**src/rtl/lsu_datamem_master.sv**
```systemverilog
// ---------------------------------------------------------------------------
// lsu_datamem_master
//
// Load/store initiator between the core's memory stage and a data memory
// with a one-cycle registered read port. One request is in flight at a time.
// Each request is checked for a legal funct3, natural alignment and address
// range. Legal requests drive a single memory access. Load data is extended
// according to funct3. Every accepted request ends in a one-cycle response
// carrying the data and an error code.
//
// Handshake: a request transfers on a rising edge where LSU_Req_Valid and
// LSU_Req_Ready are both 1. Ready is 1 only in IDLE. Valid seen while not
// ready is ignored and never queued. The response is a single-cycle
// LSU_Resp_Valid pulse with no back-pressure. On the memory side, a read
// is taken when LSU_Mem_Re and LSU_Mem_Read_Valid are both 1, and a write
// is taken when LSU_Mem_We and LSU_Mem_Write_Ready are both 1. Re or We
// stays asserted until the memory acknowledges.
//
// Ports:
//   LSU_Clk, LSU_Reset      clock, synchronous active-high reset
//   LSU_Req_*               request: valid/ready, store, funct3, addr, wdata
//   LSU_Resp_*              response: valid pulse, data, err
//                           (00 ok, 01 misaligned, 10 range, 11 funct3)
//   LSU_Mem_*               data memory port: We, Re, Byteenable, Address,
//                           Data_In, Data_Out, Read_Valid, Write_Ready
//   LSU_Dbg_State           current FSM state (debug observation)
// ---------------------------------------------------------------------------
module lsu_datamem_master #(
    parameter int ADDR_BITWIDTH = 10
) (
    input  logic                     LSU_Clk,
    input  logic                     LSU_Reset,
    input  logic                     LSU_Req_Valid,
    output logic                     LSU_Req_Ready,
    input  logic                     LSU_Req_Store,
    input  logic [2:0]               LSU_Req_Funct3,
    input  logic [31:0]              LSU_Req_Addr,
    input  logic [31:0]              LSU_Req_Wdata,
    output logic                     LSU_Resp_Valid,
    output logic [31:0]              LSU_Resp_Data,
    output logic [1:0]               LSU_Resp_Err,
    output logic                     LSU_Mem_We,
    output logic                     LSU_Mem_Re,
    output logic [3:0]               LSU_Mem_Byteenable,
    output logic [ADDR_BITWIDTH-1:0] LSU_Mem_Address,
    output logic [31:0]              LSU_Mem_Data_In,
    input  logic [31:0]              LSU_Mem_Data_Out,
    input  logic                     LSU_Mem_Read_Valid,
    input  logic                     LSU_Mem_Write_Ready,
    output logic [2:0]               LSU_Dbg_State
);

    typedef enum logic [2:0] {
        S_IDLE    = 3'd0,
        S_RD      = 3'd1,
        S_RD_WAIT = 3'd2,
        S_WR      = 3'd3,
        S_RESP    = 3'd4
    } state_t;

    state_t                   r_state;
    state_t                   w_next;
    logic [2:0]               r_funct3;
    logic [ADDR_BITWIDTH-1:0] r_addr;
    logic [31:0]              r_wdata;
    logic [31:0]              r_resp_data;
    logic [1:0]               r_resp_err;

    logic                     w_illegal;
    logic                     w_misaligned;
    logic                     w_out_of_range;
    logic [1:0]               w_req_err;
    logic [3:0]               w_be;
    logic [31:0]              w_store_data;
    logic [31:0]              w_load_ext;
    logic                     w_accept;

    assign w_accept = (r_state == S_IDLE) && LSU_Req_Valid;

    // Classification looks at the live request inputs in the accept cycle,
    // so the error is already known when the request is latched.
    always_comb begin
        if (LSU_Req_Store) begin
            w_illegal = LSU_Req_Funct3[2] || (LSU_Req_Funct3[1:0] == 2'b11);
        end else begin
            w_illegal = (LSU_Req_Funct3 == 3'b011) || (LSU_Req_Funct3 == 3'b110)
                     || (LSU_Req_Funct3 == 3'b111);
        end
        w_misaligned = ((LSU_Req_Funct3[1:0] == 2'b01) && LSU_Req_Addr[0])
                    || ((LSU_Req_Funct3[1:0] == 2'b10) && (LSU_Req_Addr[1:0] != 2'b00));
        w_out_of_range = (LSU_Req_Addr >> ADDR_BITWIDTH) != 32'd0;
        if (w_illegal) begin
            w_req_err = 2'b11;
        end else if (w_misaligned) begin
            w_req_err = 2'b01;
        end else if (w_out_of_range) begin
            w_req_err = 2'b10;
        end else begin
            w_req_err = 2'b00;
        end
    end

    // Size decode from the latched request. Code 11 never reaches RD/WR.
    always_comb begin
        case (r_funct3[1:0])
            2'b00:   begin w_be = 4'b0001; w_store_data = {24'd0, r_wdata[7:0]};  end
            2'b01:   begin w_be = 4'b0011; w_store_data = {16'd0, r_wdata[15:0]}; end
            default: begin w_be = 4'b1111; w_store_data = r_wdata;               end
        endcase
    end

    // The memory returns the addressed lanes right-aligned and zero-extended.
    // Only sign handling is left to do here.
    always_comb begin
        case (r_funct3)
            3'b000:  w_load_ext = {{24{LSU_Mem_Data_Out[7]}},  LSU_Mem_Data_Out[7:0]};
            3'b001:  w_load_ext = {{16{LSU_Mem_Data_Out[15]}}, LSU_Mem_Data_Out[15:0]};
            3'b100:  w_load_ext = {24'd0, LSU_Mem_Data_Out[7:0]};
            3'b101:  w_load_ext = {16'd0, LSU_Mem_Data_Out[15:0]};
            default: w_load_ext = LSU_Mem_Data_Out;
        endcase
    end

    always_comb begin
        w_next = r_state;
        case (r_state)
            S_IDLE: begin
                if (LSU_Req_Valid) begin
                    if (w_req_err != 2'b00) begin
                        w_next = S_RESP;
                    end else if (LSU_Req_Store) begin
                        w_next = S_WR;
                    end else begin
                        w_next = S_RD;
                    end
                end
            end
            S_RD:      if (LSU_Mem_Read_Valid)  w_next = S_RD_WAIT;
            S_RD_WAIT: w_next = S_RESP;
            S_WR:      if (LSU_Mem_Write_Ready) w_next = S_RESP;
            S_RESP:    w_next = S_IDLE;
            default:   w_next = S_IDLE;
        endcase
    end

    // All handshake and memory outputs are forced low while reset is high.
    // An access in flight is therefore dropped in the same cycle that reset
    // appears, not one cycle later.
    always_comb begin
        LSU_Req_Ready      = 1'b0;
        LSU_Resp_Valid     = 1'b0;
        LSU_Mem_We         = 1'b0;
        LSU_Mem_Re         = 1'b0;
        LSU_Mem_Byteenable = 4'b0000;
        LSU_Mem_Address    = '0;
        LSU_Mem_Data_In    = 32'd0;
        if (!LSU_Reset) begin
            case (r_state)
                S_IDLE: LSU_Req_Ready = 1'b1;
                S_RD: begin
                    LSU_Mem_Re         = 1'b1;
                    LSU_Mem_Byteenable = w_be;
                    LSU_Mem_Address    = r_addr;
                end
                S_WR: begin
                    LSU_Mem_We         = 1'b1;
                    LSU_Mem_Byteenable = w_be;
                    LSU_Mem_Address    = r_addr;
                    LSU_Mem_Data_In    = w_store_data;
                end
                S_RESP:  LSU_Resp_Valid = 1'b1;
                default: ;
            endcase
        end
    end

    always_ff @(posedge LSU_Clk) begin
        if (LSU_Reset) begin
            r_state     <= S_IDLE;
            r_funct3    <= 3'd0;
            r_addr      <= '0;
            r_wdata     <= 32'd0;
            r_resp_data <= 32'd0;
            r_resp_err  <= 2'b00;
        end else begin
            r_state <= w_next;
            if (w_accept) begin
                r_funct3 <= LSU_Req_Funct3;
                r_addr   <= LSU_Req_Addr[ADDR_BITWIDTH-1:0];
                r_wdata  <= LSU_Req_Wdata;
                if (w_req_err != 2'b00) begin
                    r_resp_data <= 32'd0;
                    r_resp_err  <= w_req_err;
                end
            end
            if (r_state == S_RD_WAIT) begin
                r_resp_data <= w_load_ext;
                r_resp_err  <= 2'b00;
            end
            if ((r_state == S_WR) && LSU_Mem_Write_Ready) begin
                r_resp_data <= 32'd0;
                r_resp_err  <= 2'b00;
            end
        end
    end

    assign LSU_Resp_Data = r_resp_data;
    assign LSU_Resp_Err  = r_resp_err;
    assign LSU_Dbg_State = r_state;

endmodule

```
**config.mk**
```make
export PLATFORM = sky130hd
export DESIGN_NAME = lsu_datamem_master
export DESIGN_NICKNAME = d
export VERILOG_FILES = /design/src/rtl/lsu_datamem_master.sv
export SDC_FILE = /design/constraint.sdc
export NUM_CORES = 1
export LEC_CHECK = 0
export CORE_UTILIZATION = 39
export DETAILED_ROUTE_END_ITERATION = 8
export MAX_ROUTING_LAYER = met4
export PLACE_DENSITY_LB_ADDON = 0.05
export SLEW_MARGIN = 20
export SYNTH_ARGS = -nofsm -noshare
export SYNTH_HDL_FRONTEND = slang
export SYNTH_SLANG_ARGS = --single-unit
```
**constraint.sdc**
```tcl
create_clock -name LSU_Clk -period 1.75 [get_ports LSU_Clk]
set_input_delay 0.35 -clock LSU_Clk [delete_from_list [all_inputs] [get_ports LSU_Clk]]
set_output_delay 0.35 -clock LSU_Clk [all_outputs]
set_load 0.01 [all_outputs]
```
==> metrics <==
outcome=complete, but fails checks; violated checks=design-rule violations, negative setup slack; number of synthesized flops with an enable pin=0; Post-Route WL=12000 µm; Synth Area in Adders=0; FILL cells=just under 700; via count=3941; total grt overflow=0; Max Slew Vio Count=0; boundary pin count=192; clk_lat worst skew=0.35 ns; area fraction of the dominant cell type after synthesis=0.457; CP Max Fanout=8; Hold EP=r_addr[0]$_SDFFE_PP0P_; WL per Instance=15.3 µm; total power per unit cell area=668 nW/µm²; post-synth net total=553; Final Skew=0.0141 ns; Synth Warn #=0; Yosys cell types=42; static leakage=2.62 nW; Synth top cells by count=133 x nand2_1, 82 x dfxtp_1, 56 x a21oi_1; top cells by area, synth=dfxtp_1 46%, nand2_1 14%, a21oi_1 7.8%; area of the multi-input gates=1960 µm²; r2r endpoint=LSU_Resp_Data[22]$_SDFFE_PP0P_; mux contribution to synthesized area=0.0115; startpoint class of the critical path=flip-flop; clock-pin slew on the worst setup and hold paths=~0.08 ns; via-per-instance ratio=5.03; first-pass GRT wire length=18400 µm; drc violations=12; core area=8810 µm²; R2R Setup Slk=0.08 ns; worst-case vdd ir drop=0.000424 V; Mean Syn Cell Area=between 8 and 9 µm²; relative slew slack=0.744; number of global-route vias before repair=3775; FFs w/ async S/R, synth=0; final net count=around 780; Worst Tran Pin Value=0.383 ns; row count=34; Worst Reg2Reg Path Length in Cells=6; DRT iter0 DRCs=152; hold path depth=3; HP Start=LSU_Req_Addr[0]; Max Buffers Root-to-Sink=2; P&R area growth vs syn=79.8%; Placed Instance Area=5770 µm²; TritonCTS clock tree=yes; number of diodes=0; Synth Area in Compound Gates=0.173; register area share after synthesis=0.457; Placed Cells=between 700 and 800; fin area=~6500 µm²; CP Class=reg2out; DIE WIDTH=around 98 µm; Yosys reg bits=82; predominant post-synthesis flop cell=dfxtp_1; share of cells above drive strength 1=0.284; Reg area=1650 µm²; Max H-tree Level=3; hold crit path type=in2reg; final hold vios=0; Final period util=1.08; Syn Std Cell Area=3590 µm²; Final Setup Violations=39; worst slack, placed=-0.390 ns; die area=9600 µm²; initial antenna violation count=0; total power=4.32 mW; hold buffers post-CTS=0; PnR worst setup slack=-0.146 ns; count of non-filler cells in the finished layout=784; count leader, synth=nand2_1; max-cap viol count=0; reg-to-reg startpoint=LSU_Dbg_State[1]$_SDFFE_PP0P_; Fmax=roughly 530 MHz; Die H=98.0 µm; starting density of the core=0.408; Syn Inst Count=roughly 450; hpwl dp=7890 µm; fin crit period=1.90 ns; largest family of logic cells by synthesized area=simple AND/OR/NAND/NOR gates; largest net degree at the start of global routing=33; Num CTS Buffers=9; Routed Antenna Nets=0; RSZ-0062 raised after global routing=true; area leader, netlist=dfxtp_1; Worst setup EP type=output port; Total GRT Usage=0.245; routability cong.=just over 0.8; Root Buffer=clkbuf_8; # port buffers=191; post-synthesis xor/xnor area fraction=0.00244; CP Data Required Time=1.40 ns; total iterations of the first detailed-routing run=6; Arrival @ worst endpoint=1.55 ns; Synth Area in Simple Gates=0.304; clock sink count=82
metal layers:
layer  up-vias  wire, µm  track usage  share of wire
met5         -         0            -              0
met4         0       289       0.0956          0.024
met3        25       746       0.0422          0.062
met2       141      6070        0.415           0.50
met1      1817      4920        0.289           0.41
li1       1958         -            -              -
cell families after synthesis:
logic type      count (synthesis)
flops                          82
compound gates                 99
simple gates                  223
xor+xnor                        1
buf+inv                        39
mux                             4
sequential cells by signal, summed over array words and instances (netlist names):
name and cells:
LSU_Resp_Data 32, r_wdata 32, r_addr 10, LSU_Dbg_State 3
r_funct3 3, LSU_Resp_Err 2
how the worst max path moves through the flow:
| stage | startpoint | endpoint | slack, ns |
|---|---|---|---|
| 6_report | LSU_Dbg_State[2]$_SDFFE_PP0P_ | LSU_Mem_Data_In[12] | -0.15 |
| 5_1_grt | LSU_Dbg_State[0]$_SDFFE_PP0P_ | LSU_Mem_Data_In[12] | -0.21 |
| 4_1_cts | LSU_Dbg_State[2]$_SDFFE_PP0P_ | LSU_Mem_Data_In[11] | -0.26 |
| 3_5_place_dp | LSU_Reset | LSU_Mem_Address[6] | -0.39 |
| 3_3_place_gp | LSU_Reset | LSU_Mem_Data_In[31] | -0.33 |
| 2_1_floorplan | LSU_Reset | LSU_Mem_Address[1] | 0.002 |
layout make-up:
type / count / share of cell area
Clock buffer: 10 / 0.0213
Tap cell: 108 / 0.0209
Clock inverter: 6 / 0.00619
Inverter: 3 / 0.00174
Sequential cell: 82 / 0.255
Timing Repair Buffer: 248 / 0.391
Multi-Input combinational cell: 327 / 0.304
report_power, final:
group / leakage, nW / switching, mW / internal [mW]
clock: 0.0924 / 0.709 / 0.555
combinational: 1.86 / 0.476 / 0.546
sequential: 0.670 / 0.0611 / 1.97
critical path, cell delays in order, from the launching register on:
cell	delay, ns
dfxtp_2	0.32
nand2b_4	0.14
nor2_4	0.13
buf_12	0.14
buf_12	0.11
buf_6	0.09
and3_4	0.18
buf_6	0.09
per-stage QoR:
stage               hold slack (ns)  setup TNS [ns]   util
CTS                           0.452           -3.87  0.697
global route                  0.366           -5.22  0.734
global placement              0.437          -23.52  0.655
detailed placement            0.442          -25.42  0.655
floorplan                     0.432               0      -
finish                        0.368           -2.49  0.734
cells in the final DEF (no fill, tap or decap), types with 4 or more instances in the layout:
| cell type | synthesis | routed |
|---|---|---|
| dlymetal6s2s_1 | 0 | 4 |
| nor2b_1 | 17 | 17 |
| buf_12 | 0 | 6 |
| buf_4 | 2 | 34 |
| and3_4 | 0 | 19 |
| and3_1 | 24 | 5 |
| clkdlybuf4s50_1 | 0 | 133 |
| and2_4 | 0 | 20 |
| nand2_1 | 133 | 132 |
| nor2_1 | 6 | 4 |
| dfxtp_2 | 0 | 4 |
| buf_2 | 9 | 9 |
| buf_6 | 3 | 55 |
| o22ai_1 | 24 | 23 |
| dfxtp_1 | 82 | 78 |
| o21ai_2 | 6 | 6 |
| nor4_1 | 6 | 5 |
| a21oi_1 | 56 | 56 |
| clkbuf_8 | 0 | 10 |
what timing repair did:
action	CTS	global route
setup buffers	12	7
endpoints found under the setup margin	53	60
resized for setup	257	70
gates cloned	4	2
pin swaps	21	27
(Power assumes the default switching activity.)
